--- src/rtl/nibble_serial_addsub_if.sv ---
// Operand/result handshake bundle for the nibble-serial add/sub block.
// The producer/consumer side uses master; the arithmetic block uses slave.
interface nibble_serial_addsub_if #(parameter int WIDTH = 16);
  logic             in_valid;
  logic             in_ready;
  logic             op_sub;
  logic [WIDTH-1:0] a;
  logic [WIDTH-1:0] b;
  logic             out_valid;
  logic             out_ready;
  logic [WIDTH-1:0] result;
  logic             cout;
  logic             ovf;

  modport master (
    output in_valid, op_sub, a, b, out_ready,
    input  in_ready, out_valid, result, cout, ovf
  );

  modport slave (
    input  in_valid, op_sub, a, b, out_ready,
    output in_ready, out_valid, result, cout, ovf
  );
endinterface

--- src/rtl/nibble_serial_addsub.sv ---
// WIDTH-bit add/subtract computed one 4-bit nibble per cycle, LSB first,
// through a single 4-bit adder slice with a registered carry between steps.
module nibble_serial_addsub #(
  parameter int WIDTH = 16
) (
  input  logic                   clk,
  input  logic                   rst_n,
  nibble_serial_addsub_if.slave  bus
);
  localparam int NIB = WIDTH / 4;
  localparam int CW  = (NIB > 1) ? $clog2(NIB) : 1;

  typedef enum logic [1:0] {IDLE, RUN, DONE} state_t;

  state_t           state;
  logic [WIDTH-1:0] opa, opb, res;
  logic             carry, cout_q, ovf_q, in_ready_q, out_valid_q;
  logic [CW-1:0]    cnt;
  logic [3:0]       a_nib, b_nib;
  logic [4:0]       sum;
  logic             last;

  // opb already holds ~b for subtract; carry-in of 1 completes the negate.
  assign a_nib = opa[{cnt, 2'b00} +: 4];
  assign b_nib = opb[{cnt, 2'b00} +: 4];
  assign sum   = {1'b0, a_nib} + {1'b0, b_nib} + {4'b0000, carry};
  assign last  = (cnt == CW'(NIB - 1));

  always_ff @(posedge clk or negedge rst_n) begin
    if (!rst_n) begin
      state       <= IDLE;
      opa         <= '0;
      opb         <= '0;
      res         <= '0;
      carry       <= 1'b0;
      cnt         <= '0;
      cout_q      <= 1'b0;
      ovf_q       <= 1'b0;
      in_ready_q  <= 1'b1;
      out_valid_q <= 1'b0;
    end else begin
      case (state)
        IDLE: if (bus.in_valid) begin
          opa        <= bus.a;
          opb        <= bus.op_sub ? ~bus.b : bus.b;
          carry      <= bus.op_sub;
          res        <= '0;
          cnt        <= '0;
          in_ready_q <= 1'b0;
          state      <= RUN;
        end
        RUN: begin
          res[{cnt, 2'b00} +: 4] <= sum[3:0];
          carry                  <= sum[4];
          cnt                    <= cnt + 1'b1;
          if (last) begin
            // Signed overflow: like-signed operands producing an unlike-signed MSB.
            cout_q      <= sum[4];
            ovf_q       <= (opa[WIDTH-1] == opb[WIDTH-1]) && (sum[3] != opa[WIDTH-1]);
            out_valid_q <= 1'b1;
            state       <= DONE;
          end
        end
        DONE: if (bus.out_ready) begin
          out_valid_q <= 1'b0;
          in_ready_q  <= 1'b1;
          state       <= IDLE;
        end
        default: state <= IDLE;
      endcase
    end
  end

  assign bus.in_ready  = in_ready_q;
  assign bus.out_valid = out_valid_q;
  assign bus.result    = res;
  assign bus.cout      = cout_q;
  assign bus.ovf       = ovf_q;
endmodule
--- src/flat_wrapper.sv ---
// flat-port wrapper written by rule: the top's interface ports become plain ports
module nibble_serial_addsub_flat 
#(
  parameter int WIDTH = 16
)
  (clk, rst_n, bus_in_valid, bus_op_sub, bus_a, bus_b, bus_out_ready, bus_in_ready, bus_out_valid, bus_result, bus_cout, bus_ovf);
  nibble_serial_addsub_if #(.WIDTH(WIDTH)) bus_i ();
  input  logic clk;
  input  logic rst_n;
  input wire logic [$bits(bus_i.in_valid)-1:0] bus_in_valid;
  input wire logic [$bits(bus_i.op_sub)-1:0] bus_op_sub;
  input wire logic [$bits(bus_i.a)-1:0] bus_a;
  input wire logic [$bits(bus_i.b)-1:0] bus_b;
  input wire logic [$bits(bus_i.out_ready)-1:0] bus_out_ready;
  output wire logic [$bits(bus_i.in_ready)-1:0] bus_in_ready;
  output wire logic [$bits(bus_i.out_valid)-1:0] bus_out_valid;
  output wire logic [$bits(bus_i.result)-1:0] bus_result;
  output wire logic [$bits(bus_i.cout)-1:0] bus_cout;
  output wire logic [$bits(bus_i.ovf)-1:0] bus_ovf;
  assign bus_i.in_valid = bus_in_valid;
  assign bus_i.op_sub = bus_op_sub;
  assign bus_i.a = bus_a;
  assign bus_i.b = bus_b;
  assign bus_i.out_ready = bus_out_ready;
  assign bus_in_ready = bus_i.in_ready;
  assign bus_out_valid = bus_i.out_valid;
  assign bus_result = bus_i.result;
  assign bus_cout = bus_i.cout;
  assign bus_ovf = bus_i.ovf;
  nibble_serial_addsub #(.WIDTH(WIDTH)) u_core (.clk(clk), .rst_n(rst_n), .bus(bus_i));
endmodule
--- config.mk ---
export PLATFORM = sky130hd
export DESIGN_NAME = nibble_serial_addsub_flat
export DESIGN_NICKNAME = d
export VERILOG_FILES = /design/src/rtl/nibble_serial_addsub_if.sv /design/src/rtl/nibble_serial_addsub.sv /design/src/flat_wrapper.sv
export SDC_FILE = /design/constraint.sdc
export NUM_CORES = 1
export LEC_CHECK = 0
export CORE_MARGIN = 2
export CORE_UTILIZATION = 30
export DETAILED_ROUTE_END_ITERATION = 8
export HOLD_SLACK_MARGIN = 0.08
export PLACE_DENSITY = 0.49
export SYNTH_ARGS = -nofsm -noshare
export SYNTH_HDL_FRONTEND = slang
export SYNTH_SLANG_ARGS = --single-unit
--- constraint.sdc ---
create_clock -name clk -period 4.45 [get_ports clk]
set_input_delay 0.445 -clock clk [delete_from_list [all_inputs] [get_ports clk]]
set_output_delay 0.445 -clock clk [all_outputs]
set_load 0.02 [all_outputs]
# Word level (Yosys, flattened, before mapping)
# Index checks and enable logic that the tools add are counted.
# Widths: inputs -> output; s select.
word_totals:
  ff_bits: 57
  mem_bits_ro: 0
  inputBits: 37
  mem_count: 0
  latch_bits: 0
  mem_bits_rw: 0
  elab_cells: 56
op_classes:
  multipliers: 0
  n_addsub: 4
  reduce_logical: 11
  eq_ne: 8
  div_mod_pow: 0
  n_bitwise: 1
  muxes: 18
  shift: 4
  n_lt_le_gt_ge: 0
ops:
  columns: ["operator", "count"]
  rows:
  - ["$mux 16", 2]
  - ["$pmux 16 s2", 1]
  - ["$shiftx 16x5->4", 2]
  - ["$bwmux 16", 1]
  - ["$not 16->16", 1]
  - ["$shift 4x6->16 const A", 1]
  - ["$shiftx 4x6->16", 1]
  - ["$reduce_and 3->1", 3]
  - ["$mux 2", 4]
  - ["$neg 4->6", 1]
  - ["$pmux 1 s2", 3]
  - ["$pmux 2 s3", 1]
  - ["$reduce_and 2->1", 3]
  - ["$reduce_bool 2->1", 3]
  - ["$add 4x4->5", 1]
  - ["$add 5x1->5", 1]
  - ["$mux 1", 5]
  - ["$eq 2x2->1 const B", 2]
  - ["$ne 2x2->1 const B", 2]
  - ["$pmux 2 s2", 1]
  - ["$add 2x1->2 const B", 1]
  - ["$eq 2x1->1 const B", 1]
  - ["$logic_not 2->1", 1]
  - ["$ne 2x1->1 const B", 1]
  - ["3 further kinds", 3]

# Depth between registers and ports, before layout
logic_depth:
  depth_word: 6
  depth_mapped: 9
  ltp_nobuf: 8

# Least setup slack after synthesis
# OpenSTA, ideal clock, no wires.
synth_timing:
  kind: "register to register"
  startpoint: "register u_core.cnt[0]"
  endpoint: "register u_core.carry"
  setup_ps: 138
  stages_incl_launch_ff: 10
  arrival_time_ps: 2463
  path_slack_ps: 1849
  cell_sequence: "dfrtp_1 buf_2 mux4_2 fa_1 inv_1 fa_1 inv_1 a21o_2 a21oi_1 o221ai_1"
synth_between:
  elab_chain_len: 4
  word_cells_on_any_way: 5
  cone_classes: "2 x add/sub; 2 x shift; 1 x mux"
synth_lines:
  columns: ["element", "line_no", "rtl"]
  rows:
  - ["start: declaration", "nibble_serial_addsub.sv:18", "logic [CW-1:0] cnt;"]
  - ["start signal: assignment", "nibble_serial_addsub.sv:55", "cnt <= cnt + 1'b1;"]
  - ["$shiftx 16x5->4, on equally long branches", "nibble_serial_addsub.sv:24, nibble_serial_addsub.sv:25", null]
  - ["$add 4x4->5 (*)", "nibble_serial_addsub.sv:26", "assign sum = {1'b0, a_nib} + {1'b0, b_nib} + {4'b0000, carry};"]
  - ["$add 5x1->5 (*)", "nibble_serial_addsub.sv:26", null]
  - ["$pmux 1 s2 (*)", "nibble_serial_addsub.sv:42", "case (state)"]
  - ["end signal: assignment", "nibble_serial_addsub.sv:46", "carry <= bus.op_sub;"]
  - ["end signal: assignment", "nibble_serial_addsub.sv:54", "carry <= sum[4];"]
  - ["end: declaration", "nibble_serial_addsub.sv:17", "logic carry, cout_q, ovf_q, in_ready_q, out_valid_q;"]
# Mark *: on every way between the ends. The rest lies on a longest branch, timed or not.
# A chain may end at the register's enable or synchronous reset.

# Worst setup path in the final report
# Same ends and word-level chain as after synthesis.

==> run_results.csv <==
group,metric,value,unit
outcome,run_status,"complete, no violations",
setup_path,max_fanout_on_critical_path,15,
finish,antenna_cells_inserted,0,
clock_network,post_cts_hold_buffer_count,0,
global_routing,grt_antenna_before_repair,0,
yosys,asyncSetResetFlopFracSynth,1.00,
timing,rsz0062_at_grt,"no",
clock_network,cts_resized,0,
finish,multi_input_comb_area,1200,um^2
timing,setup-tns-final,0,ps
setup_path,worstPathRequired,4620,ps
timing,final-max-slew-violation-count,0,
floorplanning,floorplan.die.height,99.4,um
clock_network,cts_tree,"done",
hold_path,worst_min_delay_path_class,"in2async",
yosys,yosysTopAreaCellShare,0.514,
finish,finish.utilization,0.406,
global_routing,first_global_vias,1853,
setup_path,cpMaxStageDelayCell,"sky130_fd_sc_hd__dfrtp_1",
timing,fin_worst_skew,5.96,ps
yosys,synth_cell_type_count,35,
timing,max_freq,0.347,GHz
setup_path,startpoint_type,"register",
clock_network,clock_tree.buffer_depth,2,
timing,period_needed,2880,ps
global_routing,global_route_wire_length_before_repair,9590,um
floorplanning,core_region_area,8760,um^2
setup_path,critPathArrivalTime,3050,ps
clock_network,clkLatencyLatePin,330,ps
yosys,number_of_flip_flops_and_latches_in_the_synthesized_netlist,57,
detailed_routing,initialDrtViolationCount,78,
setup_path,delay_contributed_by_the_slowest_stage_of_the_critical_path,840,ps
yosys,synth-warning-count,0,
detailed_routing,detail_route.vias_per_cell,4.66,
floorplanning,ios,57,
detailed_routing,drc,0,
run,max_cap_violations,0,
clock_network,cts.root.buffer_cell,"sky130_fd_sc_hd__clkbuf_8",
yosys,postSynth.topFlopCell,"sky130_fd_sc_hd__dfrtp_1",
setup_path,timing.critical_path.cells,"mux4_2 > fa_1 > inv_1 > fa_1 > inv_1 > a21o_2 > a21oi_1 > o221ai_1",
clock_network,cts_max_level,3,
timing,timing.slew.headroom,0.396,
placed_design,routabilityCongestion,0.803,
yosys,most_used_standard_cell_by_instance_count_after_synthesis,"sky130_fd_sc_hd__dfrtp_1",
yosys,synth.cell_area,2730,um^2
yosys,synth.top_cells.by_area,"sky130_fd_sc_hd__dfrtp_1, sky130_fd_sc_hd__mux4_2, sky130_fd_sc_hd__mux2_1, sky130_fd_sc_hd__xnor2_1, sky130_fd_sc_hd__a22o_1",
finish,layout_cell_share_with_drive_strength_beyond_1,0.115,
timing,setup-violations-final,0,
power,power.leakage,1.48,nW
yosys,synth_area_per_cell,12.1,um^2
yosys,synth.cells.most_frequent,"sky130_fd_sc_hd__dfrtp_1, sky130_fd_sc_hd__a21oi_1, sky130_fd_sc_hd__nor2_1",
detailed_routing,route.antenna.remaining_nets,0,
finish,final-seq-area,1430,um^2
global_routing,grt_max_degree,58,
detailed_routing,number_of_vias_after_detailed_routing,1845,
power,vdd_ir_drop_max,0.314,mV
yosys,synth-edff-count,0,
finish,area_growth,30.4,%
yosys,synth_area_leader_cell,"sky130_fd_sc_hd__dfrtp_1",
detailed_routing,routed_wirelength,5790,um
clock_network,tritoncts.num_buffers,9,
timing,worst-slew-pin-transition,903,ps
clock_network,clk_pin_slew_worst_paths,60,ps
finish,fillerInstances,875,
floorplanning,fp-row-count,34,
setup_path,path_class,"reg2reg",
global_routing,gr-total-overflow,0,
placed_design,count_of_buffers_inserted_at_the_top_level_ports,56,
detailed_routing,per_cell_routed_wire_length,14.6,um
placed_design,dpl.hpwl,4150,um
floorplanning,die_width,99.4,um
setup_path,critPathCaptureType,"register",
timing,timing.final.hold_violations,0,
floorplanning,die-area,9880,um^2
clock_network,cts.sink_count,57,
clock_network,cts.repair_timing.setup_buffer_count,0,
yosys,synthesis.instances,225,
power,pwr_density_cell,758,nW/um^2
detailed_routing,drt_pre_antenna_iters,4,
global_routing,gr-usage-all-layers,0.125,
finish,layout.nets,329,
timing,period_share,0.647,
yosys,synth_seq_area_share,0.523,
yosys,syn_nets,271,
floorplanning,initial_cell_density_of_the_core,0.311,
## critical path: cells and delay by family, from the launching register on
| family | cells | cell delay (ps) |
|---|---|---|
| AOI/OAI and AO/OA | 3 | 510 |
| buffers and inverters | 2 | 120 |
| adders and majority gates | 2 | 630 |
| DFF | 1 | 840 |
| muxes | 1 | 610 |
## where the power goes
group	switching (mW)	leakage [nW]	total (mW)	internal, mW
registers	0.194	0.688	0.935	0.741
logic	0.714	0.704	1.32	0.610
clock network	0.189	0.0910	0.438	0.249
## sequential cells by signal, summed over array words and instances, names as in the netlist, 2 cells and up
name               count
u_core.state           2
u_core.opa            16
u_core.cnt             2
u_core.opb            16
u_core.bus.result     16
## path summary, 6_finish.rpt
check	start	cells after the start	slack, ps	endpoint
min in group clk	u_core.opa[13]	1	480	u_core.opa[13]
worst max register to register	u_core.cnt[0]	8	1570	u_core.carry
worst min register to register	u_core.opa[13]	1	480	u_core.opa[13]
max in group asynchronous	rst_n	2	3710	u_core.bus.result[1]
worst min-delay path	rst_n	2	260	u_core.state[1]
worst max-delay path	u_core.cnt[0]	8	1570	u_core.carry
## routing by layer
metal / vias up / share of wire / global-route usage
met5: - / 0 / 0
met4: 0 / 0.0048 / 0.0285
li1: 909 / - / -
met1: 880 / 0.46 / 0.169
met2: 53 / 0.48 / 0.194
met3: 3 / 0.054 / 0.0457
## layout make-up
| cell class | count | share of cell area |
|---|---|---|
| flip-flops and latches | 57 | 0.401 |
| multi-input cells | 146 | 0.338 |
| repair buffers | 58 | 0.160 |
| clock buffers | 16 | 0.0506 |
| well taps | 108 | 0.0380 |
| inverters | 11 | 0.0116 |
## metrics by stage
stage	power (mW)	cell area, um^2	instances	setup WS (ps)	hold slack, ps
2_1_floorplan	1.84	2730	225	1850	149
3_3_place_gp	2.28	3380	380	1580	470
3_5_place_dp	2.30	3380	380	1530	472
4_1_cts	2.74	3560	396	1520	288
5_1_grt	2.92	3560	396	1330	330
6_report	2.70	3560	396	1570	255
## logic make-up (layout without fill, tap and decap cells)
| logic type | after synthesis | after routing | share of synthesized area |
|---|---|---|---|
| AOI/OAI and AO/OA | 54 | 54 | 0.131 |
| adders and majority gates | 9 | 9 | 0.0468 |
| and+or+nand+nor | 42 | 42 | 0.0747 |
| muxes | 24 | 24 | 0.132 |
| xor gates and xnor gates | 17 | 17 | 0.0546 |
| DFF | 57 | 57 | 0.523 |
| buffers and inverters | 22 | 85 | 0.0376 |
## cells in the final DEF, fill, tap and decap left out, drive strengths merged, types with 2 or more instances in the layout
| cell | count |
|---|---|
| buf | 3 |
| a21o | 5 |
| nand2b | 3 |
| inv | 11 |
| o21ai | 4 |
| nand2 | 9 |
| clkdlybuf4s50 | 55 |
| fa | 2 |
| xnor2 | 17 |
| ha | 7 |
| a22o | 16 |
| mux2 | 16 |
| a21oi | 24 |
| and3 | 3 |
| nor2 | 22 |
| dfrtp | 56 |
| mux4 | 8 |
| clkbuf | 16 |
No activity file was read; power rests on OpenSTA's default activity.
